File: config.mk
export PLATFORM = sky130hd
export DESIGN_NAME = kypd_emulator_flat
export DESIGN_NICKNAME = d
export VERILOG_FILES = /design/src/rtl/kypd_pkg.sv /design/src/rtl/kypd_emulator_if.sv /design/src/rtl/kypd_cmd_fifo.sv /design/src/rtl/kypd_emulator.sv /design/src/flat_wrapper.sv
export SDC_FILE = /design/constraint.sdc
export NUM_CORES = 1
export LEC_CHECK = 0
export CAP_MARGIN = 20
export CORE_MARGIN = 1
export CORE_UTILIZATION = 52
export CTS_BUF_LIST = sky130_fd_sc_hd__clkbuf_8
export DETAILED_ROUTE_END_ITERATION = 8
export MAX_ROUTING_LAYER = met4
export PLACE_DENSITY = 0.71
export SETUP_SLACK_MARGIN = 0.1
export SYNTH_ARGS = -nofsm -noshare
export SYNTH_HDL_FRONTEND = slang
export SYNTH_SLANG_ARGS = --single-unit
File: constraint.sdc
create_clock -name clk -period 3.7 [get_ports clk]
set_clock_uncertainty 0.2 [all_clocks]
set_input_delay 0.74 -clock clk [delete_from_list [all_inputs] [get_ports clk]]
set_output_delay 0.74 -clock clk [all_outputs]
set_load 0.01 [all_outputs]
File: src/rtl/kypd_pkg.sv
// Shared definitions for the Pmod KYPD emulator and decoder: key map tables,
// FSM encoding and the idle column pattern.
package kypd_pkg;

  localparam logic [3:0] COL_IDLE = 4'hF;

  // Entry k is the column (c) / row (r) index of hex key k; row r0 is the top row.
  localparam logic [15:0][1:0] KEY_COL = {
    2'd1, 2'd2, 2'd3, 2'd3, 2'd3, 2'd3, 2'd2, 2'd1,
    2'd0, 2'd2, 2'd1, 2'd0, 2'd2, 2'd1, 2'd0, 2'd0
  };
  localparam logic [15:0][1:0] KEY_ROW = {
    2'd3, 2'd3, 2'd3, 2'd2, 2'd1, 2'd0, 2'd2, 2'd2,
    2'd2, 2'd1, 2'd1, 2'd1, 2'd0, 2'd0, 2'd0, 2'd3
  };

  typedef enum logic [1:0] {
    ST_IDLE  = 2'd0,
    ST_PRESS = 2'd1,
    ST_GAP   = 2'd2
  } kypd_state_e;

endpackage

File: src/rtl/kypd_emulator_if.sv
// Command channel into the keypad emulator: one {key, hold} press per handshake.
interface kypd_emulator_if #(
  parameter int HOLD_W = 24
) ();
  logic              cmd_valid;
  logic              cmd_ready;
  logic [3:0]        cmd_key;
  logic [HOLD_W-1:0] cmd_hold;

  modport master (output cmd_valid, output cmd_key, output cmd_hold, input cmd_ready);
  modport slave  (input cmd_valid, input cmd_key, input cmd_hold, output cmd_ready);
endinterface

File: src/rtl/kypd_cmd_fifo.sv
// Synchronous FIFO for queued key presses; push and pop are gated by full/empty
// internally, so a simultaneous push and pop is always safe.
module kypd_cmd_fifo #(
  parameter int DEPTH = 4,
  parameter int WIDTH = 28
) (
  input  logic             clk,
  input  logic             rst,
  input  logic             push_i,
  input  logic [WIDTH-1:0] din_i,
  input  logic             pop_i,
  output logic [WIDTH-1:0] dout_o,
  output logic             full_o,
  output logic             empty_o
);
  localparam int         AW      = $clog2(DEPTH);
  localparam logic [AW:0] PTR_ONE = 1;

  // The extra MSB on each pointer tells full from empty when the indices match.
  logic [AW:0]      wr_q, rd_q;
  logic [WIDTH-1:0] mem_q [DEPTH];
  logic             do_push, do_pop;

  assign full_o  = (wr_q[AW] != rd_q[AW]) && (wr_q[AW-1:0] == rd_q[AW-1:0]);
  assign empty_o = (wr_q == rd_q);
  assign do_push = push_i && !full_o;
  assign do_pop  = pop_i && !empty_o;
  assign dout_o  = mem_q[rd_q[AW-1:0]];

  // NOTE: state registers use non-blocking assignments so every flop samples pre-edge values.
  always_ff @(posedge clk) begin
    if (rst) begin
      wr_q <= '0;
      rd_q <= '0;
    end else begin
      if (do_push) wr_q <= wr_q + PTR_ONE;
      if (do_pop)  rd_q <= rd_q + PTR_ONE;
    end
  end

  // NOTE: storage is not reset; the pointers alone define which entries are valid.
  always_ff @(posedge clk) begin
    if (do_push) mem_q[wr_q[AW-1:0]] <= din_i;
  end

endmodule

File: src/rtl/kypd_emulator.sv
// Pmod KYPD responder: pops queued presses and drives the row lines as a closed
// switch would, against the scanner's synchronized column strobes.
module kypd_emulator
  import kypd_pkg::*;
#(
  parameter int FIFO_DEPTH  = 4,
  parameter int HOLD_W      = 24,
  parameter int GAP_CYCLES  = 65536,
  parameter int SYNC_STAGES = 2
) (
  input  logic                 clk,
  input  logic                 rst,
  kypd_emulator_if.slave       cmd,
  input  logic [3:0]           col_in,
  output logic [3:0]           row_out,
  output logic                 busy,
  output logic                 key_active,
  output logic [3:0]           pressed_key,
  output logic                 done
);
  localparam int EW = 4 + HOLD_W;
  localparam int GW = $clog2(GAP_CYCLES + 1);

  logic          fifo_full, fifo_empty, fifo_pop;
  logic [EW-1:0] fifo_dout;
  logic [3:0]    fifo_key;
  logic [HOLD_W-1:0] fifo_hold;

  kypd_state_e       state_q, state_d;
  logic [HOLD_W-1:0] hold_q, hold_d;
  logic [GW-1:0]     gap_q, gap_d;
  logic [3:0]        key_q, key_d;
  logic              active_q, active_d;
  logic              done_q, done_d;
  logic [3:0]        row_q, row_d;
  logic [SYNC_STAGES-1:0][3:0] sync_q;
  logic [3:0]        col_s;

  kypd_cmd_fifo #(.DEPTH(FIFO_DEPTH), .WIDTH(EW)) u_fifo (
    .clk     (clk),
    .rst     (rst),
    .push_i  (cmd.cmd_valid),
    .din_i   ({cmd.cmd_key, cmd.cmd_hold}),
    .pop_i   (fifo_pop),
    .dout_o  (fifo_dout),
    .full_o  (fifo_full),
    .empty_o (fifo_empty)
  );

  assign cmd.cmd_ready = !fifo_full;
  assign fifo_key      = fifo_dout[EW-1 -: 4];
  assign fifo_hold     = fifo_dout[HOLD_W-1:0];
  assign col_s         = sync_q[SYNC_STAGES-1];

  // NOTE: every signal written here gets a default first, so no path can infer a latch.
  always_comb begin
    state_d  = state_q;
    hold_d   = hold_q;
    gap_d    = gap_q;
    key_d    = key_q;
    active_d = active_q;
    done_d   = 1'b0;
    fifo_pop = 1'b0;
    case (state_q)
      ST_IDLE: begin
        if (!fifo_empty) begin
          fifo_pop = 1'b1;
          key_d    = fifo_key;
          hold_d   = (fifo_hold == '0) ? HOLD_W'(1) : fifo_hold;
          active_d = 1'b1;
          state_d  = ST_PRESS;
        end
      end
      ST_PRESS: begin
        if (hold_q == HOLD_W'(1)) begin
          active_d = 1'b0;
          gap_d    = GW'(GAP_CYCLES);
          state_d  = ST_GAP;
        end else begin
          hold_d = hold_q - HOLD_W'(1);
        end
      end
      ST_GAP: begin
        if (gap_q == GW'(1)) begin
          done_d  = 1'b1;
          state_d = ST_IDLE;
        end else begin
          gap_d = gap_q - GW'(1);
        end
      end
      default: state_d = ST_IDLE;
    endcase
  end

  // A low strobe on the key's column closes the switch onto its row, whatever else is low.
  always_comb begin
    row_d = COL_IDLE;
    if (active_q && !col_s[~KEY_COL[key_q]]) row_d[~KEY_ROW[key_q]] = 1'b0;
  end

  always_ff @(posedge clk) begin
    if (rst) begin
      state_q  <= ST_IDLE;
      hold_q   <= '0;
      gap_q    <= '0;
      key_q    <= '0;
      active_q <= 1'b0;
      done_q   <= 1'b0;
      row_q    <= COL_IDLE;
      sync_q   <= {SYNC_STAGES{COL_IDLE}};
    end else begin
      state_q  <= state_d;
      hold_q   <= hold_d;
      gap_q    <= gap_d;
      key_q    <= key_d;
      active_q <= active_d;
      done_q   <= done_d;
      row_q    <= row_d;
      sync_q   <= {sync_q[SYNC_STAGES-2:0], col_in};
    end
  end

  assign row_out     = row_q;
  assign key_active  = active_q;
  assign pressed_key = key_q;
  assign done        = done_q;
  assign busy        = (state_q != ST_IDLE) || !fifo_empty;

endmodule

File: src/flat_wrapper.sv
// flat-port wrapper written by rule: the top's interface ports become plain ports
module kypd_emulator_flat import kypd_pkg::*;
#(
  parameter int FIFO_DEPTH  = 4,
  parameter int HOLD_W      = 24,
  parameter int GAP_CYCLES  = 65536,
  parameter int SYNC_STAGES = 2
)
  (clk, rst, col_in, row_out, busy, key_active, pressed_key, done, cmd_cmd_valid, cmd_cmd_key, cmd_cmd_hold, cmd_cmd_ready);
  kypd_emulator_if #(.HOLD_W(HOLD_W)) cmd_i ();
  input  logic clk;
  input  logic rst;
  input  logic [3:0] col_in;
  output logic [3:0] row_out;
  output logic busy;
  output logic key_active;
  output logic [3:0] pressed_key;
  output logic done;
  input wire logic [$bits(cmd_i.cmd_valid)-1:0] cmd_cmd_valid;
  input wire logic [$bits(cmd_i.cmd_key)-1:0] cmd_cmd_key;
  input wire logic [$bits(cmd_i.cmd_hold)-1:0] cmd_cmd_hold;
  output wire logic [$bits(cmd_i.cmd_ready)-1:0] cmd_cmd_ready;
  assign cmd_i.cmd_valid = cmd_cmd_valid;
  assign cmd_i.cmd_key = cmd_cmd_key;
  assign cmd_i.cmd_hold = cmd_cmd_hold;
  assign cmd_cmd_ready = cmd_i.cmd_ready;
  kypd_emulator #(.FIFO_DEPTH(FIFO_DEPTH), .HOLD_W(HOLD_W), .GAP_CYCLES(GAP_CYCLES), .SYNC_STAGES(SYNC_STAGES)) u_core (.clk(clk), .rst(rst), .cmd(cmd_i), .col_in(col_in), .row_out(row_out), .busy(busy), .key_active(key_active), .pressed_key(pressed_key), .done(done));
endmodule
# Yosys cells after proc, flatten, opt, wreduce, memory -nomap -nowiden
# Memories as Yosys holds them, arrays and structs flattened. A register that Yosys moved wholly into a read port is not among the register bits.
# Cells that the tools add are included.
# classes
n_lt_le_gt_ge	4
n_mux	31
bitwise	6
eq_ne	12
reduce_logical	21
n_addsub	4
# op_table
operator	n
$mux W24	3
$pmux W24 S2	1
$mux W17	2
$pmux W17 S2	1
$eq A24 B1 Y1 const B	1
$logic_not A24 Y1	1
$sub A24 B1 Y24 const B	1
$eq A17 B1 Y1 const B	1
$sub A17 B1 Y17 const B	1
$mux W4	4
$mux W2	7
$reduce_and A3 Y1	4
$mux W1	9
$add A3 B1 Y3 const B	2
$lt A2 B3 Y1 const B	2
$ne A2 B2 Y1 const B	3
$pmux W2 S3	1
$reduce_bool A2 Y1	3
$logic_and A1 B1 Y1	5
$lt A4 B5 Y1 const B	1
$ne A2 B1 Y1 const B	2
$not A2 Y2	2
$not A4 Y4	1
$reduce_or A2 Y1	2
14 further kinds	18
# word_totals
n_memories	3
mem_bits_rw	112
elab_cells	92
rom_bits	64
regBits	67
# mem_list
name	depth	width	rd	rd_clocked_by_memory_dff	write_ports	line	source
u_core.u_fifo.mem_q	4	28	1	1	1	kypd_cmd_fifo.sv:21	logic [WIDTH-1:0] mem_q [DEPTH];
(no name shown)	16	2	1	1	0	kypd_emulator.sv:98	if (active_q && !col_s[~KEY_COL[key_q]]) row_d[~KEY_ROW[key_q]] = 1'b0;
(no name shown)	16	2	1	1	0	kypd_emulator.sv:98	

# Depth between registers and ports, before layout
# Gate-level depths: netlist of the first run.
# logic_depth
ltp_word	9
mapped_depth	8
depth_no_buf	7

# Modules after synthesis
# A second synthesis of the first run with hierarchy kept.
# hier_totals
hier_cells	623
area_unflattened_um2	8102.8
# by_module_without_submodules
module	instances	area_each_um2	seq_area_each_um2	cells_per_inst
kypd_cmd_fifo	1	4609.4	3523.4	214
kypd_emulator	1	3493.4	1301.2	409

# Worst setup path before layout of the first run
# Ideal clock, no wire load.
# synth_path
path_type	input port to flip-flop
start	input cmd_cmd_valid
end	memory u_core.u_fifo.mem_q[3][0] (enable)
path_stages	3
n_path_buf	0
arrival_ns	1.900
setup_time_ns	0.389
slack_ns	1.211
path_cell_list	inv_1 a31oi_1 and2_1
# synth_between
elab_chain_len	3
# synth_lines
item	line	source
from (decl)	flat_wrapper.sv:19	input wire logic [$bits(cmd_i.cmd_valid)-1:0] cmd_cmd_valid;
$logic_and A1 B1 Y1	kypd_cmd_fifo.sv:26	assign do_push = push_i && !full_o;
$mux W1	kypd_cmd_fifo.sv:43	if (do_push) mem_q[wr_q[AW-1:0]] <= din_i;
$mux W1 (implied by the code)	kypd_cmd_fifo.sv:43	
to (decl)	kypd_cmd_fifo.sv:21	
# Every way passes these cells.

# Worst setup path after layout of the first run
# layout_path
start	register u_core.u_fifo.wr_q[0]
end	output busy
# layout_between
elab_chain_len	3
# layout_lines
item	line	source
from (decl)	kypd_cmd_fifo.sv:20	logic [AW:0] wr_q, rd_q;
from (signal assigned)	kypd_cmd_fifo.sv:36	if (do_push) wr_q <= wr_q + PTR_ONE;
$eq A3 B3 Y1	kypd_cmd_fifo.sv:25	assign empty_o = (wr_q == rd_q);
$logic_not A1 Y1	-	
$logic_or A1 B1 Y1	kypd_emulator.sv:127	assign busy = (state_q != ST_IDLE) || !fifo_empty;
to (decl)	flat_wrapper.sv:15	output logic busy;
# Every way passes these cells.

==> results of run 1 <==
==> routing by layer <==
| metal | GRT usage [%] | vias up | share of wire [%] |
|---|---|---|---|
| met5 | - | - | 0 |
| met4 | 7.913 | 0 | 1.2 |
| met3 | 4.682 | 16 | 6.4 |
| met2 | 35.29 | 209 | 49 |
| met1 | 28.76 | 2702 | 44 |
| li1 | - | 2520 | - |
==> sequential cells by signal, summed over array words and instances (netlist names), 2 cells and up, named ones only <==
signal,cells
u_core.col_s,4
u_core.sync_q,4
u_core.u_fifo.rd_q,3
u_core.gap_q,17
u_core.hold_q,24
u_core.row_out,4
u_core.pressed_key,4
u_core.state_q,2
u_core.u_fifo.mem_q,112
u_core.u_fifo.wr_q,3
==> cell usage after synthesis (5+ instances only) <==
library cell and number:
xnor2_1 9, and2_1 5, o211ai_1 5, and3_1 5, buf_2 5, dfxtp_1 73, nor3_1 9, nor4_1 17
o32ai_1 8, a32o_1 7, ha_1 9, nor3b_1 5, nor2_1 50, o2111ai_1 5, nand3_1 11, clkbuf_8 5
inv_1 13, nand2_1 42, nand2b_1 5, or2_2 10, mux4_2 28, o21ai_0 16, edfxtp_1 112, o31ai_1 5
a21oi_1 46, nand4_1 5, clkbuf_1 17, o22ai_1 7, xor2_1 11
==> cell type report <==
cell class	count	area, µm²
sequential	185	4826
tap	188	235.2
clock inverter	15	152.6
inverter	13	48.80
clock buffer	17	234.0
timing repair buffer	60	560.5
fill	1211	6138
multi-input combinational	395	3007
==> worst max-delay path by stage <==
| stage | start | to | slack, ns |
|---|---|---|---|
| global placement | cmd_cmd_valid | u_core.u_fifo.mem_q[1][2]$_DFFE_PP_ | 0.94 |
| finish | u_core.u_fifo.wr_q[0]$_SDFFE_PP0P_ | busy | 0.74 |
| detailed placement | cmd_cmd_valid | u_core.u_fifo.mem_q[3][6]$_DFFE_PP_ | 0.88 |
| floorplan | cmd_cmd_valid | u_core.u_fifo.mem_q[3][0]$_DFFE_PP_ | 1.21 |
| global route | u_core.u_fifo.wr_q[0]$_SDFFE_PP0P_ | cmd_cmd_ready | 0.61 |
| CTS | u_core.u_fifo.wr_q[0]$_SDFFE_PP0P_ | busy | 0.69 |
==> cell families after synthesis <==
family                   Yosys count
AND/OR/NAND/NOR                  198
flip-flops                       185
AO/OA/AOI/OAI                    133
buffers and inverters             49
multiplexers                      35
XOR/XNOR                          20
adder cells (fa/ha/maj)            9
==> per-stage QoR <==
stage               instances  utilization, %  hold slack [ns]  cell area (µm²)  worst slack (ns)
floorplan                 629               -           0.1743             8093             1.211
global placement          841           57.08           0.1895             8677            0.9362
detailed placement        841           57.08           0.1919             8677            0.8816
CTS                       873           59.62           0.2151             9064            0.6883
global route              873           59.62           0.2348             9064            0.6140
finish                    873           59.62           0.2159             9064            0.7357
==> power by group through the flow <==
stage / clock, mW / combinational [mW] / sequential, mW
6_report: 1.30 / 2.28 / 2.71
3_5_place_dp: 0 / 2.24 / 2.75
4_1_cts: 1.34 / 2.25 / 2.70
5_1_grt: 1.41 / 2.47 / 2.74
2_1_floorplan: 0 / 1.79 / 2.65
3_3_place_gp: 0 / 2.20 / 2.74
==> cells in the final DEF, fill, tap and decap left out, drive strengths merged, types with 15 or more instances in the layout <==
master	n
edfxtp	112
dfxtp	73
nor2	51
a21oi	46
clkdlybuf4s50	45
nand2	43
mux4	29
inv	21
nor4	19
clkbuf	17
o21ai	17
buf	15
==> impl_metrics.py, run 1 <==
metrics = {
    "synthesis": {
        "synthSimpleGateAreaFrac_pct": 13.47,
        "syn-num-nets": 673,
        "synth.top_cell.area_share_pct": 41.56,
        "synth.area.mux_share_pct": 8.890,
        "syn_inst": 629,
        "synthXorXnorAreaFrac_pct": 2.165,
        "synth_top_flop_cell": "edfxtp_1",
        "synth_area_leaders": "edfxtp_1 (42%), dfxtp_1 (18%), mux4_2 (7.8%), a21oi_1 (2.8%), nor2_1 (2.3%)",
        "ys_seq_elements": 185,
        "synth_top_area_cell": "edfxtp_1",
        "synth_top_family_by_area": "simple AND/OR/NAND/NOR gates",
        "synth_fa_ha_area_share_pct": 1.391,
        "synth_edf_count": 112,
        "synthDistinctLibCells": 76,
        "avgSynthCellArea_um2": 12.87,
        "syn-cell-area_um2": 8093,
        "synth_compound_area_share_pct": 11.02,
        "synth.yosys.warnings": 0,
        "synthArstFlopShare_pct": 0,
        "ys_seq_area_share_pct": 59.62,
    },
    "pwr": {
        "switchingPower_mw": 2.377,
        "p_comb_share_pct": 36.3,
        "power_mw": 6.281,
        "pwr-share-clk_pct": 20.6,
        "p_int_mw": 3.904,
        "leakagePower_nw": 3.009,
        "seq_power_share_pct": 43.1,
        "power_density_nw_per_um2": 693.0,
        "swShare_pct": 37.84,
        "ir_drop_v": 0.0003436,
    },
    "timing": {
        "slew_violations": 0,
        "relSlewSlack_pct": 44.02,
        "fmax_mhz": 337.4,
        "period_share_pct": 80.12,
        "setup_viol": 0,
        "finalHoldViolCount": 0,
        "finalSetupTns_ns": 0,
        "tightest_slew_ns": 0.8396,
        "final.min_clock_period_ns": 2.964,
        "rsz0062_at_grt": "false",
    },
    "detailed_routing": {
        "initialDrtViolationCount": 706,
        "routedWlPerCell_um": 18.93,
        "ant_nets": 0,
        "post-route-drc-count": 0,
        "wl_mm": 16.52,
        "vias_per_cell": 6.239,
        "vias": 5447,
        "firstDrtPassIters": 5,
    },
    "worst_setup_path": {
        "rr_worst_depth": 6,
        "cp_data_arrival_time_ns": 2.02,
        "path_class": "reg2out",
        "path_cells": "xnor2_1 -> nand4_1 -> clkdlybuf4s50_1",
        "cpPeakStageDelay_ns": 0.51,
        "r2r_setup_slack_ns": 1.02,
        "worstSetupStartpointType": "register",
        "crit_path_end_kind": "output port",
        "path_max_fanout": 5,
        "worstReg2RegEnd": "u_core.hold_q[0]$_SDFFE_PP0P_",
        "critical_path.slowest_cell": "xnor2_1",
        "critPathBufInv": 1,
        "critical_path.top_delay_family": "XOR/XNOR gates",
        "cp_num_cells": 3,
        "cp.required_ns": 2.76,
    },
    "cells_and_area": {
        "syn_to_final_growth_pct": 12.00,
        "fin_nets": 716,
        "antennaDiodeCount": 0,
        "layout-drive-gt1-share_pct": 14.60,
    },
    "min_path": {
        "hold_path_end": "u_core.col_s[0]$_SDFF_PP1_",
        "min_path_cells": 1,
        "min_path_type": "reg2reg",
        "min-delay-start": "u_core.sync_q[0]$_SDFF_PP1_",
    },
    "global_routing": {
        "grt_usage_pct": 22.33,
        "antenna_found_initial": 0,
        "grt_pass1_wl_mm": 26.66,
        "grt_overflow": 0,
        "grt_pass1_vias": 5316,
        "grt_max_degree": 43,
    },
    "floorplanning": {
        "dieArea_um2": 16070,
        "initial_core_util_pct": 53.23,
        "io_pins": 47,
        "die_h_um": 126.8,
        "row_count": 45,
        "coreArea_um2": 15200,
        "die_x_um": 126.8,
    },
    "clock_tree": {
        "ctsHoldBuffers": 0,
        "clockRootBuffer": "clkbuf_8",
        "cts_resized": 0,
        "cts_tree": "built",
        "path_clk_slew_ns": 0.10,
        "cts_sinks": 185,
        "clk_path_buf_depth": 2,
        "clock_latency_ns": 0.46,
        "postCtsSetupBuffers": 0,
        "htree_levels": 4,
        "cts_made_buffers": 17,
    },
    "placed_design": {
        "place_hpwl_mm": 10.86,
        "io_buffers": 46,
        "gp_congestion": 0.8263,
    },
    "run_status": {
        "status": "complete, no violations",
    },
    "run": {
        "drv_cap": 0,
    },
}
No activity file was read; power rests on OpenSTA's default activity.
==> run 2, diff against run 1 <==
==> constraint.sdc (replaced) <==
create_clock -name clk -period 3 [get_ports clk]
set_clock_uncertainty 0.2 [all_clocks]
set_input_delay 0.6 -clock clk [delete_from_list [all_inputs] [get_ports clk]]
set_output_delay 0.6 -clock clk [all_outputs]
set_load 0.01 [all_outputs]
==> impl_metrics.py, run 2 (synthesis results as in run 1) <==
metrics = {
    "placed_design": {
        "io_buffers": 46,
        "place_area_um2": 8787,
        "dp_slack_ns": 0.3819,
        "place_hpwl_mm": 11.03,
        "gp_congestion": 0.9148,
    },
    "clock_tree": {
        "cts_made_buffers": 17,
        "ctsHoldBuffers": 0,
        "clock_latency_ns": 0.47,
        "path_clk_slew_ns": 0.10,
        "clockRootBuffer": "clkbuf_8",
        "cts_sinks": 185,
        "cts_resized": 0,
        "cts_tree": "built",
        "clk_path_buf_depth": 2,
        "postCtsSetupBuffers": 0,
        "htree_levels": 4,
    },
    "worst_setup_path": {
        "r2r_setup_slack_ns": 0.51,
        "path_class": "reg2out",
        "crit_path_end_kind": "output port",
        "worstSetupStartpointType": "register",
        "cp_data_arrival_time_ns": 1.96,
        "rr_worst_depth": 6,
        "cp.required_ns": 2.20,
        "path_max_fanout": 5,
        "worstReg2RegEnd": "u_core.hold_q[0]$_SDFFE_PP0P_",
    },
    "global_routing": {
        "grt_overflow": 0,
        "grt_pass1_vias": 5207,
        "antenna_found_initial": 0,
        "grt_pass1_wl_mm": 26.75,
        "grt_max_degree": 43,
        "grt_usage_pct": 22.33,
    },
    "floorplanning": {
        "row_count": 45,
        "io_pins": 47,
        "coreArea_um2": 15200,
        "die_h_um": 126.8,
        "initial_core_util_pct": 53.23,
        "dieArea_um2": 16070,
        "die_x_um": 126.8,
    },
    "cells_and_area": {
        "layout-drive-gt1-share_pct": 15.58,
        "final_cell_mix": "edfxtp_1 (112), dfxtp_1 (72), nor2_1 (50)",
        "fillers": 1180,
        "syn_to_final_growth_pct": 13.40,
        "antennaDiodeCount": 0,
        "fin_util_pct": 60.37,
        "largest_reg_flops": 112,
        "design_area_um2": 9178,
        "final_common_cell": "edfxtp_1",
        "fin_nets": 724,
    },
    "detailed_routing": {
        "wl_mm": 16.48,
        "firstDrtPassIters": 5,
        "vias": 5318,
        "post-route-drc-count": 0,
        "routedWlPerCell_um": 18.71,
        "initialDrtViolationCount": 421,
        "ant_nets": 0,
        "vias_per_cell": 6.036,
    },
    "min_path": {
        "min-delay-start": "u_core.sync_q[2]$_SDFF_PP1_",
        "hold_path_end": "u_core.col_s[2]$_SDFF_PP1_",
        "min_path_cells": 1,
        "min_path_type": "reg2reg",
    },
    "pwr": {
        "p_comb_share_pct": 37.3,
        "leakagePower_nw": 3.069,
        "pwr-share-clk_pct": 20.4,
        "swShare_pct": 37.86,
        "power_mw": 7.845,
        "p_int_mw": 4.875,
        "switchingPower_mw": 2.970,
        "ir_drop_v": 0.0004655,
        "power_density_nw_per_um2": 854.9,
        "seq_power_share_pct": 42.4,
    },
    "timing": {
        "slew_violations": 0,
        "layout_setup_ws_ns": 0.2426,
        "finalSetupTns_ns": 0,
        "setup_viol": 0,
        "relSlewSlack_pct": 55.36,
        "final.min_clock_period_ns": 2.757,
        "fmax_mhz": 362.7,
        "tightest_slew_ns": 0.6665,
        "rsz0062_at_grt": "false",
        "period_share_pct": 91.91,
        "finalHoldViolCount": 0,
    },
    "run": {
        "drv_cap": 0,
    },
    "run_status": {
        "status": "complete, no violations",
    },
}
==> run 2: cell count changes in the layout (fill, tap and decap cells not counted) <==
cell	change
inv_6	+2
inv_1	+1
clkinvlp_4	-1
clkinv_8	+2
clkinv_1	-1
buf_4	+4
inv_12	-1
inv_8	-2
buf_12	+4
==> run 2: how the worst max path moves through the flow <==
stage | cells past startpoint | from | to | slack (ns)
after floorplan | 3 | cmd_cmd_valid | u_core.u_fifo.mem_q[3][0]$_DFFE_PP_ | 0.65
after global placement | 7 | cmd_cmd_valid | u_core.u_fifo.wr_q[2]$_SDFFE_PP0P_ | 0.49
after detailed placement | 7 | cmd_cmd_valid | u_core.u_fifo.wr_q[2]$_SDFFE_PP0P_ | 0.38
after CTS | 3 | u_core.u_fifo.wr_q[0]$_SDFFE_PP0P_ | busy | 0.18
after global routing | 3 | u_core.u_fifo.wr_q[0]$_SDFFE_PP0P_ | cmd_cmd_ready | 0.12
final | 3 | u_core.u_fifo.wr_q[0]$_SDFFE_PP0P_ | busy | 0.24
==> run 2: power by group through the flow <==
stage | registers, mW | clock network (mW) | logic [mW]
2_1_floorplan | 3.26 | 0 | 2.20
3_5_place_dp | 3.37 | 0 | 2.87
5_1_grt | 3.38 | 1.74 | 3.16
3_3_place_gp | 3.36 | 0 | 2.83
6_report | 3.32 | 1.60 | 2.92
4_1_cts | 3.32 | 1.64 | 2.89
==> run 2: per-stage QoR <==
step / std cells / hold WS [ns]
3_3_place_gp: 849 / 0.2003
3_5_place_dp: 849 / 0.1933
5_1_grt: 881 / 0.2392
2_1_floorplan: 629 / 0.1743
4_1_cts: 881 / 0.2172
6_report: 881 / 0.2131
==> run 2: worst max-delay path: stages, from the launching register on <==
cell             delay [ns]
dfxtp_1                0.38
xnor2_1                0.46
nand4_1                0.15
clkdlybuf4s50_1        0.51
==> run 2: area by class of cell <==
type | instances | area [µm²] | share of cell area [%]
well taps | 188 | 235.2 | 2.563
clock buffers | 17 | 234.0 | 2.549
flip-flops and latches | 185 | 4826 | 52.58
clock inverters | 15 | 156.4 | 1.704
repair buffers | 68 | 670.6 | 7.307
multi-input cells | 395 | 3007 | 32.76
inverters | 13 | 48.80 | 0.5317
==> run 2: layer usage <==
metal	wire length [µm]	track usage (%)	part of all wire [%]	up-vias
met3	906	4.302	5.5	29
met2	7732	34.03	47	192
met1	7561	29.76	46	2565
met5	0	-	0	-
met4	279	8.894	1.7	0
li1	-	-	-	2532
==> run 3, diff against run 2 <==
==> constraint.sdc (replaced) <==
create_clock -name clk -period 2.8 [get_ports clk]
set_clock_uncertainty 0.2 [all_clocks]
set_input_delay 0.56 -clock clk [delete_from_list [all_inputs] [get_ports clk]]
set_output_delay 0.56 -clock clk [all_outputs]
set_load 0.01 [all_outputs]
==> impl_metrics.py, run 3 (synthesis results as in run 1) <==
metrics = {
    "run_status": {
        "status": "complete, no violations",
    },
    "timing": {
        "fmax_mhz": 386.7,
        "setup_viol": 0,
        "rsz0062_at_grt": "false",
        "finalHoldViolCount": 0,
        "final.min_clock_period_ns": 2.586,
        "slew_violations": 0,
        "relSlewSlack_pct": 62.65,
        "finalSetupTns_ns": 0,
        "period_share_pct": 92.35,
        "tightest_slew_ns": 0.5603,
        "layout_setup_ws_ns": 0.2141,
    },
    "floorplanning": {
        "die_x_um": 126.8,
        "initial_core_util_pct": 53.23,
        "dieArea_um2": 16070,
        "io_pins": 47,
        "row_count": 45,
        "coreArea_um2": 15200,
        "die_h_um": 126.8,
    },
    "global_routing": {
        "antenna_found_initial": 0,
        "grt_pass1_wl_mm": 26.92,
        "grt_usage_pct": 22.76,
        "grt_pass1_vias": 5250,
        "grt_overflow": 0,
        "grt_max_degree": 43,
    },
    "cells_and_area": {
        "antennaDiodeCount": 0,
        "fin_nets": 726,
        "syn_to_final_growth_pct": 14.72,
        "largest_reg_flops": 112,
        "final_cell_mix": "edfxtp_1 (112), dfxtp_1 (72), nor2_1 (50)",
        "layout-drive-gt1-share_pct": 16.55,
        "fin_util_pct": 61.07,
        "fillers": 1203,
        "design_area_um2": 9284,
        "final_common_cell": "edfxtp_1",
    },
    "worst_setup_path": {
        "rr_worst_depth": 7,
        "cp.required_ns": 2.04,
        "path_cells": "xnor2_2 -> nand4_1 -> clkdlybuf4s50_1",
        "r2r_start": "u_core.hold_q[0]$_SDFFE_PP0P_",
        "path_class": "reg2out",
        "cpPeakStageDelay_ns": 0.50,
        "critical_path.slowest_cell": "clkdlybuf4s50_1",
        "path_max_fanout": 5,
        "cp_data_arrival_time_ns": 1.83,
        "crit_path_end_kind": "output port",
        "worstSetupStartpointType": "register",
        "crit_start": "u_core.u_fifo.wr_q[0]$_SDFFE_PP0P_",
    },
    "min_path": {
        "min_path_cells": 2,
        "min-delay-start": "rst",
        "min_path_type": "in2reg",
    },
    "detailed_routing": {
        "vias_per_cell": 6.134,
        "routedWlPerCell_um": 18.87,
        "post-route-drc-count": 0,
        "ant_nets": 0,
        "vias": 5416,
        "initialDrtViolationCount": 537,
        "wl_mm": 16.67,
        "firstDrtPassIters": 5,
    },
    "placed_design": {
        "gp_congestion": 0.8580,
        "dp_slack_ns": 0.2711,
        "place_hpwl_mm": 11.17,
        "io_buffers": 46,
        "place_area_um2": 8827,
    },
    "pwr": {
        "power_mw": 8.644,
        "leakagePower_nw": 3.113,
        "power_density_nw_per_um2": 931.0,
        "ir_drop_v": 0.0005078,
    },
    "clock_tree": {
        "ctsHoldBuffers": 0,
        "clock_latency_ns": 0.48,
        "htree_levels": 4,
        "clockRootBuffer": "clkbuf_8",
        "cts_tree": "built",
        "cts_sinks": 185,
        "path_clk_slew_ns": 0.11,
        "clk_path_buf_depth": 2,
        "postCtsSetupBuffers": 0,
        "cts_made_buffers": 17,
    },
    "run": {
        "drv_cap": 0,
    },
}
run 3: changes by cell type in the layout (fill, tap and decap cells not counted), sizes merged:
| cell | before | now |
|---|---|---|
| buf | 23 | 25 |
| clkinvlp | 2 | 0 |
| inv | 21 | 23 |
run 3: worst paths after layout:
kind                                     to  slack, ns
max reg2reg  u_core.hold_q[10]$_SDFFE_PP0P_       0.34
max                                    busy       0.21
min                  u_core.done$_SDFF_PP0_       0.22
min reg2reg      u_core.col_s[1]$_SDFF_PP1_       0.22
run 3: metal layers:
metal | part of all wire [%] | GRT usage [%] | wire, µm
met1 | 45 | 30.21 | 7566
met2 | 47 | 34.58 | 7850
met3 | 6.0 | 5.230 | 994
met4 | 1.5 | 8.053 | 255
met5 | 0 | - | 0
run 3: through the flow:
step | instances | hold WS, ns
2_1_floorplan | 629 | 0.1743
3_3_place_gp | 851 | 0.1887
3_5_place_dp | 851 | 0.1952
4_1_cts | 883 | 0.2130
5_1_grt | 883 | 0.2237
6_report | 883 | 0.2155
run 3: area by class of cell:
| type | count | area (µm²) | share of cell area, % |
|---|---|---|---|
| flip-flops and latches | 185 | 4826 | 51.98 |
| inverters | 13 | 48.80 | 0.5256 |
| clock inverters | 15 | 196.4 | 2.116 |
| clock buffers | 17 | 234.0 | 2.520 |
| well taps | 188 | 235.2 | 2.534 |
| multi-input cells | 395 | 3033 | 32.67 |
| repair buffers | 70 | 710.7 | 7.655 |
run 3: critical path: cells and delay by family, from the launching register on:
kind	cells	cell delay (ns)
and+or+nand+nor	1	0.14
DFF	1	0.40
buffers and inverters	1	0.50
xor gates and xnor gates	1	0.31
run 3: power breakdown:
group | internal [mW] | switching [mW]
sequential | 3.22 | 0.339
clock | 0.712 | 1.14
combinational | 1.42 | 1.83
total | 5.34 | 3.30
run 3: repair_timing:
action,in CTS,in global routing
setup endpoints to repair,2,2
pin swaps,0,1
resized for setup,2,2
